<file path="src/rtl/hvac_sequencer_if.sv">
// Controller <-> sequencer bundle: raw requests and alarm in, protected enables and status out.
interface hvac_sequencer_if;
  logic        heat_req;
  logic        cool_req;
  logic        alarm;
  logic        heater;
  logic        cooler;
  logic [2:0]  status;
  logic [15:0] run_cnt;

  modport master (
    output heat_req, cool_req, alarm,
    input  heater, cooler, status, run_cnt
  );

  modport slave (
    input  heat_req, cool_req, alarm,
    output heater, cooler, status, run_cnt
  );
endinterface

</file>
<file path="src/rtl/hvac_sequencer.sv">
// Heater/cooler sequencer with minimum on-time, rest period, mutual exclusion and alarm lockout.
// Optional HVAC_RUNTIME_EN compiles in the saturating run-time counter behind run_cnt.
module hvac_sequencer #(
  parameter int unsigned MIN_ON  = 8,
  parameter int unsigned MIN_OFF = 4,
  parameter int unsigned CNT_W   = 8
) (
  input logic              Clk,
  input logic              Rst,
  hvac_sequencer_if.slave  bus
);

  typedef enum logic [2:0] {
    StIdle = 3'd0,
    StHeat = 3'd1,
    StCool = 3'd2,
    StRest = 3'd3,
    StLock = 3'd4
  } state_e;

  localparam logic [CNT_W-1:0] MinOnLast  = CNT_W'(MIN_ON - 1);
  localparam logic [CNT_W-1:0] MinOffLast = CNT_W'(MIN_OFF - 1);

  state_e           state_q, state_d;
  logic [CNT_W-1:0] cnt_q;

  always_comb begin
    state_d = state_q;
    if (bus.alarm) begin
      state_d = StLock;
    end else begin
      case (state_q)
        StIdle: begin
          if (bus.heat_req)      state_d = StHeat;
          else if (bus.cool_req) state_d = StCool;
        end
        StHeat: if (!bus.heat_req && cnt_q >= MinOnLast) state_d = StRest;
        StCool: if (!bus.cool_req && cnt_q >= MinOnLast) state_d = StRest;
        StRest: if (cnt_q == MinOffLast) state_d = StIdle;
        StLock: state_d = StRest;
        default: state_d = StIdle;
      endcase
    end
  end

  // Phase counter restarts on every state change and saturates while a state is held.
  always_ff @(posedge Clk) begin
    if (Rst) begin
      state_q <= StIdle;
      cnt_q   <= '0;
    end else begin
      state_q <= state_d;
      if (state_d != state_q) begin
        cnt_q <= '0;
      end else if (cnt_q != {CNT_W{1'b1}}) begin
        cnt_q <= cnt_q + 1'b1;
      end
    end
  end

  // Enables decode straight from the state register, so they are exclusive by construction.
  assign bus.heater = (state_q == StHeat);
  assign bus.cooler = (state_q == StCool);
  assign bus.status = state_q;

`ifdef HVAC_RUNTIME_EN
  logic [15:0] run_cnt_q;

  always_ff @(posedge Clk) begin
    if (Rst) begin
      run_cnt_q <= '0;
    end else if ((state_q == StHeat || state_q == StCool) && run_cnt_q != 16'hFFFF) begin
      run_cnt_q <= run_cnt_q + 16'd1;
    end
  end

  assign bus.run_cnt = run_cnt_q;
`else
  assign bus.run_cnt = 16'h0000;
`endif

endmodule

</file>
<file path="src/flat_wrapper.sv">
// flat-port wrapper written by rule: the top's interface ports become plain ports
module hvac_sequencer_flat 
#(
  parameter int unsigned MIN_ON  = 8,
  parameter int unsigned MIN_OFF = 4,
  parameter int unsigned CNT_W   = 8
)
  (Clk, Rst, bus_heat_req, bus_cool_req, bus_alarm, bus_heater, bus_cooler, bus_status, bus_run_cnt);
  hvac_sequencer_if bus_i ();
  input logic Clk;
  input logic Rst;
  input wire logic [$bits(bus_i.heat_req)-1:0] bus_heat_req;
  input wire logic [$bits(bus_i.cool_req)-1:0] bus_cool_req;
  input wire logic [$bits(bus_i.alarm)-1:0] bus_alarm;
  output wire logic [$bits(bus_i.heater)-1:0] bus_heater;
  output wire logic [$bits(bus_i.cooler)-1:0] bus_cooler;
  output wire logic [$bits(bus_i.status)-1:0] bus_status;
  output wire logic [$bits(bus_i.run_cnt)-1:0] bus_run_cnt;
  assign bus_i.heat_req = bus_heat_req;
  assign bus_i.cool_req = bus_cool_req;
  assign bus_i.alarm = bus_alarm;
  assign bus_heater = bus_i.heater;
  assign bus_cooler = bus_i.cooler;
  assign bus_status = bus_i.status;
  assign bus_run_cnt = bus_i.run_cnt;
  hvac_sequencer #(.MIN_ON(MIN_ON), .MIN_OFF(MIN_OFF), .CNT_W(CNT_W)) u_core (.Clk(Clk), .Rst(Rst), .bus(bus_i));
endmodule
</file>
<file path="config.mk">
export PLATFORM = sky130hd
export DESIGN_NAME = hvac_sequencer_flat
export DESIGN_NICKNAME = d
export VERILOG_FILES = /design/src/rtl/hvac_sequencer_if.sv /design/src/rtl/hvac_sequencer.sv /design/src/flat_wrapper.sv
export SDC_FILE = /design/constraint.sdc
export NUM_CORES = 1
export LEC_CHECK = 0
export ABC_AREA = 1
export CELL_PAD_IN_SITES_DETAIL_PLACEMENT = 0
export CELL_PAD_IN_SITES_GLOBAL_PLACEMENT = 1
export CORE_MARGIN = 5
export CORE_UTILIZATION = 31
export CTS_BUF_LIST = sky130_fd_sc_hd__clkbuf_8
export CTS_CLUSTER_SIZE = 40
export DETAILED_ROUTE_END_ITERATION = 6
export GPL_TIMING_DRIVEN = 0
export PLACE_DENSITY_LB_ADDON = 0.1
export SLEW_MARGIN = 25
export SYNTH_ARGS = -nofsm -noshare
export SYNTH_HDL_FRONTEND = slang
export SYNTH_SLANG_ARGS = --single-unit
</file>
<file path="constraint.sdc">
create_clock -name Clk -period 1.9 [get_ports Clk]
set_input_delay 0.38 -clock Clk [delete_from_list [all_inputs] [get_ports Clk]]
set_output_delay 0.38 -clock Clk [all_outputs]
set_load 0.01 [all_outputs]
</file>
# Word level (Yosys, flattened, before mapping)
# Index checks and enable logic that the tools add are counted.
dict set report totals {
  out_inout_bits 21
  n_memories 0
  latch_bits 0
  reg_bits 11
  ram_bits 0
  romBits 0
}
dict set report classes {
  magnitude_cmp 1
  reduce_logical 6
  n_bitwise 0
  n_addsub 1
  multipliers 0
  div_mod_pow 0
  shift 0
  n_eq_ne 7
  n_mux 7
}
# cell n
set ops {}
lappend ops {{$mux W3} 6}
lappend ops {{$pmux W3 S5} 1}
lappend ops {{$add A8 B1 Y8 const B} 1}
lappend ops {{$eq A8 B2 Y1 const B} 1}
lappend ops {{$ge A8 B3 Y1 const B} 1}
lappend ops {{$ne A8 B8 Y1 const B} 1}
lappend ops {{$eq A3 B2 Y1 const B} 2}
lappend ops {{$eq A3 B1 Y1 const B} 1}
lappend ops {{$eq A3 B3 Y1 const B} 1}
lappend ops {{$logic_not A3 Y1} 1}
lappend ops {{$ne A3 B3 Y1} 1}
lappend ops {{$logic_and A1 B1 Y1} 2}
lappend ops {{$logic_not A1 Y1} 2}
lappend ops {{$reduce_or A2 Y1} 1}

# Logic depth before layout (Yosys ltp)
# Gate-level depths: netlist of the first run.
dict set report logic_depth {
  depth_word 7
  depth_mapped 12
}

# Least setup slack after synthesis of the first run
# Ideal clock, no wire load.
dict set report synth_timing {
  kind {register -> register}
  startpoint {register u_core.cnt_q[0]}
  endpoint {register u_core.cnt_q[7]}
  stages_incl_launch_ff 12
  required_time_ps 1779
  t_arrival_ps 1322
  period_less_slack_ps 1442
  n_path_buf 0
  setup_slack_ps 458
  cell_sequence {dfxtp_1 > ha_1 > nand2_1 > nand2_1 > nor2_1 > nor2_1 > nor2_1 > nand2_1 > a21oi_1 > nor2_2 > nand2_2 > nor2_1}
}
dict set report synth_via {
  elab_chain_cells 7
}
# element line_no
set synth_lines {}
lappend synth_lines {{from (decl)} hvac_sequencer.sv:25} ;# logic [CNT_W-1:0] cnt_q;
lappend synth_lines {{from (signal assigned)} hvac_sequencer.sv:56} ;# cnt_q <= cnt_q + 1'b1;
lappend synth_lines {{$ge A8 B3 Y1} {hvac_sequencer.sv:37, hvac_sequencer.sv:38}}
lappend synth_lines {{$logic_and A1 B1 Y1 (on tied branches)} {hvac_sequencer.sv:38, hvac_sequencer.sv:37}}
lappend synth_lines {{$mux W3 (on tied branches)} {hvac_sequencer.sv:38, hvac_sequencer.sv:37}}
lappend synth_lines {{$pmux W3 S5} hvac_sequencer.sv:32} ;# case (state_q)
lappend synth_lines {{$mux W3} hvac_sequencer.sv:29} ;# if (bus.alarm) begin
lappend synth_lines {{$ne A3 B3 Y1} hvac_sequencer.sv:53} ;# if (state_d != state_q) begin
lappend synth_lines {{$reduce_or A2 Y1 (no source line)} --}
# Several ways; a longest one is shown, not always the timed one.
# A chain may end at the register's enable or synchronous reset.

# Final worst setup path of the first run
dict set report layout_timing {
  startpoint {register u_core.state_q[2], in the netlist u_core.bus.status[2]}
  endpoint {output bus_heater}
}
dict set report layout_via {
  elab_chain_cells 1
}
# element line_no
set layout_lines {}
lappend layout_lines {{from (decl)} hvac_sequencer.sv:24} ;# state_e state_q, state_d;
lappend layout_lines {{from (signal assigned)} hvac_sequencer.sv:49} ;# state_q <= StIdle;
lappend layout_lines {{from (signal assigned)} hvac_sequencer.sv:52} ;# state_q <= state_d;
lappend layout_lines {{$eq A3 B1 Y1} hvac_sequencer.sv:62} ;# assign bus.heater = (state_q == StHeat);
lappend layout_lines {{to (decl)} flat_wrapper.sv:15} ;# output wire logic [$bits(bus_i.heater)-1:0] bus_heater;
# No other way between the ends.

==> results by group, run 1 <==
Clocking
  – Clock tree from TritonCTS: built
  – # resized after CTS: 1
  – # clock sinks: 11
  – CTS clock-pin slew for the worst setup and hold paths: 50 ps
  – Clk buf depth: 2
  – H-tree levels: 1
  – TritonCTS Buffers: 3
  – Setup bufs post-CTS: 0
  – Worst skew pair latency: 230 ps
  – Clock Root Buffer: clkbuf_8
  – CTS Hold Bufs: 0

Timing
  – Hold Vio Cnt, Final: 0
  – Peak Freq: 0.560 GHz
  – Max Clock Skew: 1.09 ps
  – Final Max Slew Viols: 0
  – Tcrit/Tclk final: 93.9%
  – Post-layout min period: 1780 ps
  – Final WS setup: 116 ps
  – Endpoints failing setup: 0
  – RSZ-0062 raised after global routing: no

Synthesis
  – Most frequent cell after synthesis: nand2_1
  – Post-synthesis instance area: 767 sq um
  – Synth top cells by count: nand2_1 (27), nor2_1 (25), buf_4 (16)
  – Avg Inst Size Synth: 6.29 sq um
  – Seq/Total Area, Yosys: 28.7%
  – Yosys warnings: 0
  – Synthesized instance count: 122
  – Post-synth EDFFs: 0
  – Top cells by area, synth: dfxtp_1 (29%), buf_4 (16%), nand2_1 (13%), nor2_1 (12%), nand3_1 (6.5%)
  – Share of the synthesized area in the top cell type: 28.7%
  – Synth unique cells: 19
  – Synth area leader: dfxtp_1
  – Async set or reset register ratio after synthesis: 0%
  – Primary FF master, synth: dfxtp_1
  – Register bit total from synthesis: 11

Routing
  – WL final: 1460 microns
  – Drt drc: 0
  – Initial drt markers: 12
  – Via Count: 709
  – Detail Route Antenna Nets: 0
  – Vias per inst: 3.94
  – WL per Instance: 8.11 microns
  – First-pass DRT Iterations: 4

Critical path
  – Startpoint Class: flop
  – Worst endpoint data arrival time: 1400 ps
  – Crit-path max FO: 6
  – CP Data Required Time: 1520 ps
  – Crit. path cell count: 4
  – R2R depth: 11
  – Slowest cell on the critical path: clkdlybuf4s50_1
  – Crit-path max cell delay: 530 ps
  – CP endpoint kind: output pin
  – Crit path max-delay family: buffers and inverters
  – Crit path buf inv count: 3
  – Crit path kind: flop to output pin
  – Critical-path cell list: inv_2 -> nand3_1 -> inv_1 -> clkdlybuf4s50_1

GRT
  – Most Used Layer, Global Route: met2
  – Global Route Usage Sum: 8.58%
  – Grt ovf: 0
  – First-pass GRT wire length: 2350 microns
  – Met3 usage: 1.94%
  – Initial antenna violation count: 0
  – Number of global-route vias before repair: 584
  – GRT met2 Usage: 14.0%
  – GRT met1 Usage: 10.6%
  – Largest net degree at the start of global routing: 9

Status
  – Status: complete, no violations

Placement
  – Dpl cells: 176
  – Post-detail-place hpwl: 1190 microns
  – Gpl congestion: 0.777
  – Post-DP Area: 951 sq um
  – Pre-CTS setup slack: -8.88 ps
  – I/O Buffers: 9

Power and ir drop
  – Pint: 0.000434 W
  – Power Density: 592 nW/um^2
  – Leakage dissipation: 0.519 nW
  – Switching Share: 26.3%
  – Reg power frac: 41.6%
  – Switch Pwr: 0.000155 W
  – Comb power frac: 19.6%
  – Worst vdd ir: 472 uV
  – Clock power frac: 38.8%

Layout
  – Area grow syn2layout: 29.7%
  – Post-route cell area: 995 sq um
  – Share of cells above drive strength 1: 16.7%
  – Post-layout net count: 157
  – Ant diodes: 0
  – # fillers: 285
  – Post-Layout Cell Count: 180

Die
  – Die Wd: 59.7 microns
  – Core ar.: 2430 sq um
  – Die ar.: 3570 sq um
  – Starting Density: 31.5%
  – Row count: 18
  – Die Y: 59.7 microns
  – Top Ports: 26

Run
  – # Max-Cap Violations: 0

Hold path
  – Hold/Removal Path Class: flop to flop
  – Worst Hold Depth: 3
-- power groups by stage --
stage | logic [W] | clock network (W) | registers, W
floorplan | 0.0000836 | 0 | 0.000250
global placement | 0.000116 | 0 | 0.000250
detailed placement | 0.000116 | 0 | 0.000249
CTS | 0.000116 | 0.000238 | 0.000245
global route | 0.000132 | 0.000252 | 0.000246
finish | 0.000115 | 0.000229 | 0.000245
-- cell usage in the layout, fill, tap and decap left out, drive strengths merged --
cell,count
a21oi,2
buf,16
clkbuf,3
clkdlybuf4s50,8
conb,16
dfxtp,11
dlygate4sd2,1
ha,1
inv,16
mux2,1
mux2i,1
nand2,28
nand3,10
nand4,1
nor2,26
nor3,1
o21ai,4
o31ai,1
xor2,3
-- per-layer routing --
metal  share of wire, %  routed length, microns
met4               0.41                       6
met3                7.7                     113
met2                 45                     650
met5                  0                       0
met1                 47                     689
-- worst register-to-register path, cell delays in order, from the launching register on --
cell and delay, ps:
dfxtp_1 330, ha_1 240, nand2_1 100, nand2_1 50, nor2_1 140, nor2_1 50, nor2_1 90, nand2_1 100
a21oi_1 170, nor2_2 60, nand2_2 140, nor2_1 60
-- area by class of cell --
type                            instances  area (sq um)  share of cell area, %
Timing Repair Buffer                    9          88.8                   8.93
Clock buffer                            3          41.3                   4.15
Clock inverter                          1          3.75                  0.377
Inverter                               15          56.3                   5.66
Tap cell                               30          37.5                   3.77
Buffer                                 16           120                   12.1
Multi-Input combinational cell         95           427                   42.9
Sequential cell                        11           220                   22.1
-- stage by stage --
stage               total power, W  TNS [ps]  util (%)  hold WS (ps)
floorplan                 0.000333         0         -           452
global placement          0.000365         0      39.1           555
detailed placement        0.000365     -49.4      39.1           557
CTS                       0.000599         0      40.9           569
global route              0.000629         0      40.9           605
finish                    0.000589         0      40.9           567
-- worst paths after layout --
| path | startpoint | endpoint | slack (ps) |
|---|---|---|---|
| worst max-delay path | u_core.bus.status[2] | bus_heater | 120 |
| worst min-delay path | u_core.cnt_q[0] | u_core.cnt_q[0] | 570 |
| worst max register to register | u_core.cnt_q[0] | u_core.cnt_q[7] | 260 |
| worst min register to register | u_core.cnt_q[0] | u_core.cnt_q[0] | 570 |
-- flip-flops by register name, indices dropped and copies added, names as in the netlist --
signal	flops
u_core.bus.status	3
u_core.cnt_q	8
-- kinds of logic (layout without fill, tap and decap cells) --
family | count (synthesis) | in the layout | synth area share [%]
muxes | 2 | 2 | 2.77
adders and majority gates | 1 | 1 | 1.63
DFF | 11 | 11 | 28.7
xor gates and xnor gates | 3 | 3 | 3.43
AOI/OAI and AO/OA | 7 | 7 | 4.89
and+or+nand+nor | 66 | 66 | 35.1
other | 1 | 16 | 0.489
buffers and inverters | 31 | 44 | 23.0
Note: power is estimated with default switching activity, not from simulation.
==> inputs of run 2 (changes only) <==
--- a/config.mk
+++ b/config.mk
@@ -8,7 +8,6 @@
 export ABC_AREA = 1
 export CELL_PAD_IN_SITES_DETAIL_PLACEMENT = 0
 export CELL_PAD_IN_SITES_GLOBAL_PLACEMENT = 1
-export CORE_MARGIN = 5
 export CORE_UTILIZATION = 31
 export CTS_BUF_LIST = sky130_fd_sc_hd__clkbuf_8
 export CTS_CLUSTER_SIZE = 40
==> results by group, run 2 (synthesized netlist as in run 1, its figures left out) <==
Power and ir drop
  – Worst vdd ir: 421 uV (-11%)
  – Leakage dissipation: 0.536 nW (+3.2%)
  – Power Density: 592 nW/um^2 (about the same)

Layout
  – Commonest cells after routing, fill and taps aside: nand2_1 (27), nor2_1 (25), buf_4 (16), conb_1 (16), inv_1 (13)
  – Largest register FFs: 8 (unchanged)
  – Share of cells above drive strength 1: 18.0% (+1.3 points)
  – Post-layout net count: 157 (unchanged)
  – Biggest register: u_core.cnt_q
  – Most common cell after layout, fill and taps aside: nand2_1
  – Area grow syn2layout: 30.7%
  – Post-Layout Cell Count: 178 (-1.1%)
  – Sequential cell area: 221 sq um (+0.57%)
  – Ant diodes: 0 (unchanged)
  – # fillers: 253 (-11%)
  – Multi-input gate area: 432 sq um (+1.2%)

Critical path
  – R2R depth: 11 (unchanged)
  – R2R Path Start: u_core.cnt_q[0]
  – CP Data Required Time: 1520 ps (about the same)
  – Crit-path max FO: 6 (unchanged)
  – Worst endpoint data arrival time: 1410 ps (about the same)
  – Setup slack, reg-to-reg: 260 ps (about the same)
  – CP endpoint kind: output pin
  – Crit path kind: flop to output pin
  – Reg-to-reg endpoint: u_core.cnt_q[6]
  – Startpoint Class: flop

Routing
  – First-pass DRT Iterations: 4 (unchanged)
  – Via Count: 748 (+5.5%)
  – Detail Route Antenna Nets: 0 (unchanged)
  – WL per Instance: 7.89 microns (-2.7%)
  – Initial drt markers: 17 (+5)
  – Drt drc: 0 (unchanged)
  – WL final: 1410 microns (-3.8%)
  – Vias per inst: 4.20 (+6.7%)

Die
  – Row count: 17 (-1)
  – Die ar.: 2680 sq um (-25%)
  – Die Wd: 51.7 microns (-13%)
  – Starting Density: 33.7% (+2.2 points)
  – Die Y: 51.7 microns (-13%)
  – Top Ports: 26 (unchanged)
  – Core ar.: 2280 sq um (-6.4%)

Clocking
  – CTS clock-pin slew for the worst setup and hold paths: 50 ps (about the same)
  – Clock tree from TritonCTS: built
  – Clock Root Buffer: clkbuf_8
  – # clock sinks: 11 (unchanged)
  – Setup bufs post-CTS: 0 (unchanged)
  – TritonCTS Buffers: 3 (unchanged)
  – H-tree levels: 1 (unchanged)
  – Clk buf depth: 2 (unchanged)
  – Worst skew pair latency: 240 ps (about the same)

Timing
  – Setup TNS: 0 ps (unchanged)
  – Endpoints failing setup: 0 (unchanged)
  – RSZ-0062 raised after global routing: no
  – Tcrit/Tclk final: 94.0% (+0.12 points)
  – Post-layout min period: 1790 ps (+2.35 ps)
  – Hold Vio Cnt, Final: 0 (unchanged)
  – Peak Freq: 0.560 GHz (-0.13%)
  – Max Clock Skew: 2.77 ps (+1.68 ps)
  – Final Max Slew Viols: 0 (unchanged)

Placement
  – Post-detail-place hpwl: 1110 microns (-7.2%)
  – I/O Buffers: 9 (unchanged)
  – Dpl cells: 174 (-1.1%)
  – Gpl congestion: 0.762 (-1.9%)

Hold path
  – Hold EP: u_core.cnt_q[0]
  – Worst Hold Depth: 3 (unchanged)
  – HP Start: u_core.cnt_q[0]
  – Hold/Removal Path Class: flop to flop

Status
  – Status: complete, no violations

GRT
  – Initial antenna violation count: 0 (unchanged)
  – Largest net degree at the start of global routing: 9 (unchanged)
  – First-pass GRT wire length: 2400 microns (+2.1%)
  – Grt ovf: 0 (unchanged)
  – Number of global-route vias before repair: 592 (+1.4%)
  – Global Route Usage Sum: 12.1% (+3.5 points)

Run
  – # Max-Cap Violations: 0 (unchanged)
-- run 2: timing repair --
| action | CTS | global route |
|---|---|---|
| hold buffers | 0 | 0 |
| setup endpoints to repair | 0 | 2 |
| hold endpoints to repair | 0 | 0 |
| gates resized for setup | 0 | 4 |
-- run 2: worst max-delay path: stages, from the launching register on --
cell and delay (ps):
dfxtp_1 370, inv_2 100, nand3_1 110, inv_1 70, clkdlybuf4s50_1 520
-- run 2: how the worst max path moves through the flow --
stage	start	end	slack (ps)	cells past startpoint
2_1_floorplan	u_core.cnt_q[0]	u_core.cnt_q[7]	460	11
5_1_grt	u_core.cnt_q[0]	u_core.cnt_q[7]	20	12
4_1_cts	u_core.bus.status[1]	bus_cooler	10	3
3_3_place_gp	bus_cool_req	u_core.cnt_q[7]	20	12
3_5_place_dp	bus_cool_req	u_core.cnt_q[6]	30	12
6_report	u_core.bus.status[2]	bus_heater	110	4
-- run 2: cell type report --
type | instances | share of cell area, %
Multi-Input combinational cell | 95 | 43.1
Sequential cell | 11 | 22.1
Buffer | 16 | 12.0
Timing Repair Buffer | 9 | 9.24
Inverter | 15 | 5.62
Clock buffer | 3 | 4.12
Tap cell | 28 | 3.50
Clock inverter | 1 | 0.375
-- run 2: power by group --
part           internal [W]  leakage [nW]  total, W  switching [W]
registers          0.000237        0.0897  0.000246     0.00000824
logic             0.0000559         0.419  0.000115      0.0000593
clock network      0.000142        0.0269  0.000232      0.0000900
-- run 2: through the flow --
stage	area (sq um)	total power [W]	setup slack (ps)	hold WS, ps	utilization [%]
2_1_floorplan	823	0.000333	458	452	-
3_3_place_gp	948	0.000363	19.5	548	41.7
3_5_place_dp	948	0.000364	33.2	556	41.7
4_1_cts	993	0.000599	10.2	568	43.7
5_1_grt	1000	0.000628	16.4	594	44.0
6_report	1000	0.000593	113	565	44.0
-- run 2: metal layers --
metal	routed length, microns	GRT usage (%)
met5	0	0
met4	42	8.11
met3	66	1.75
met2	615	18.4
met1	679	15.5
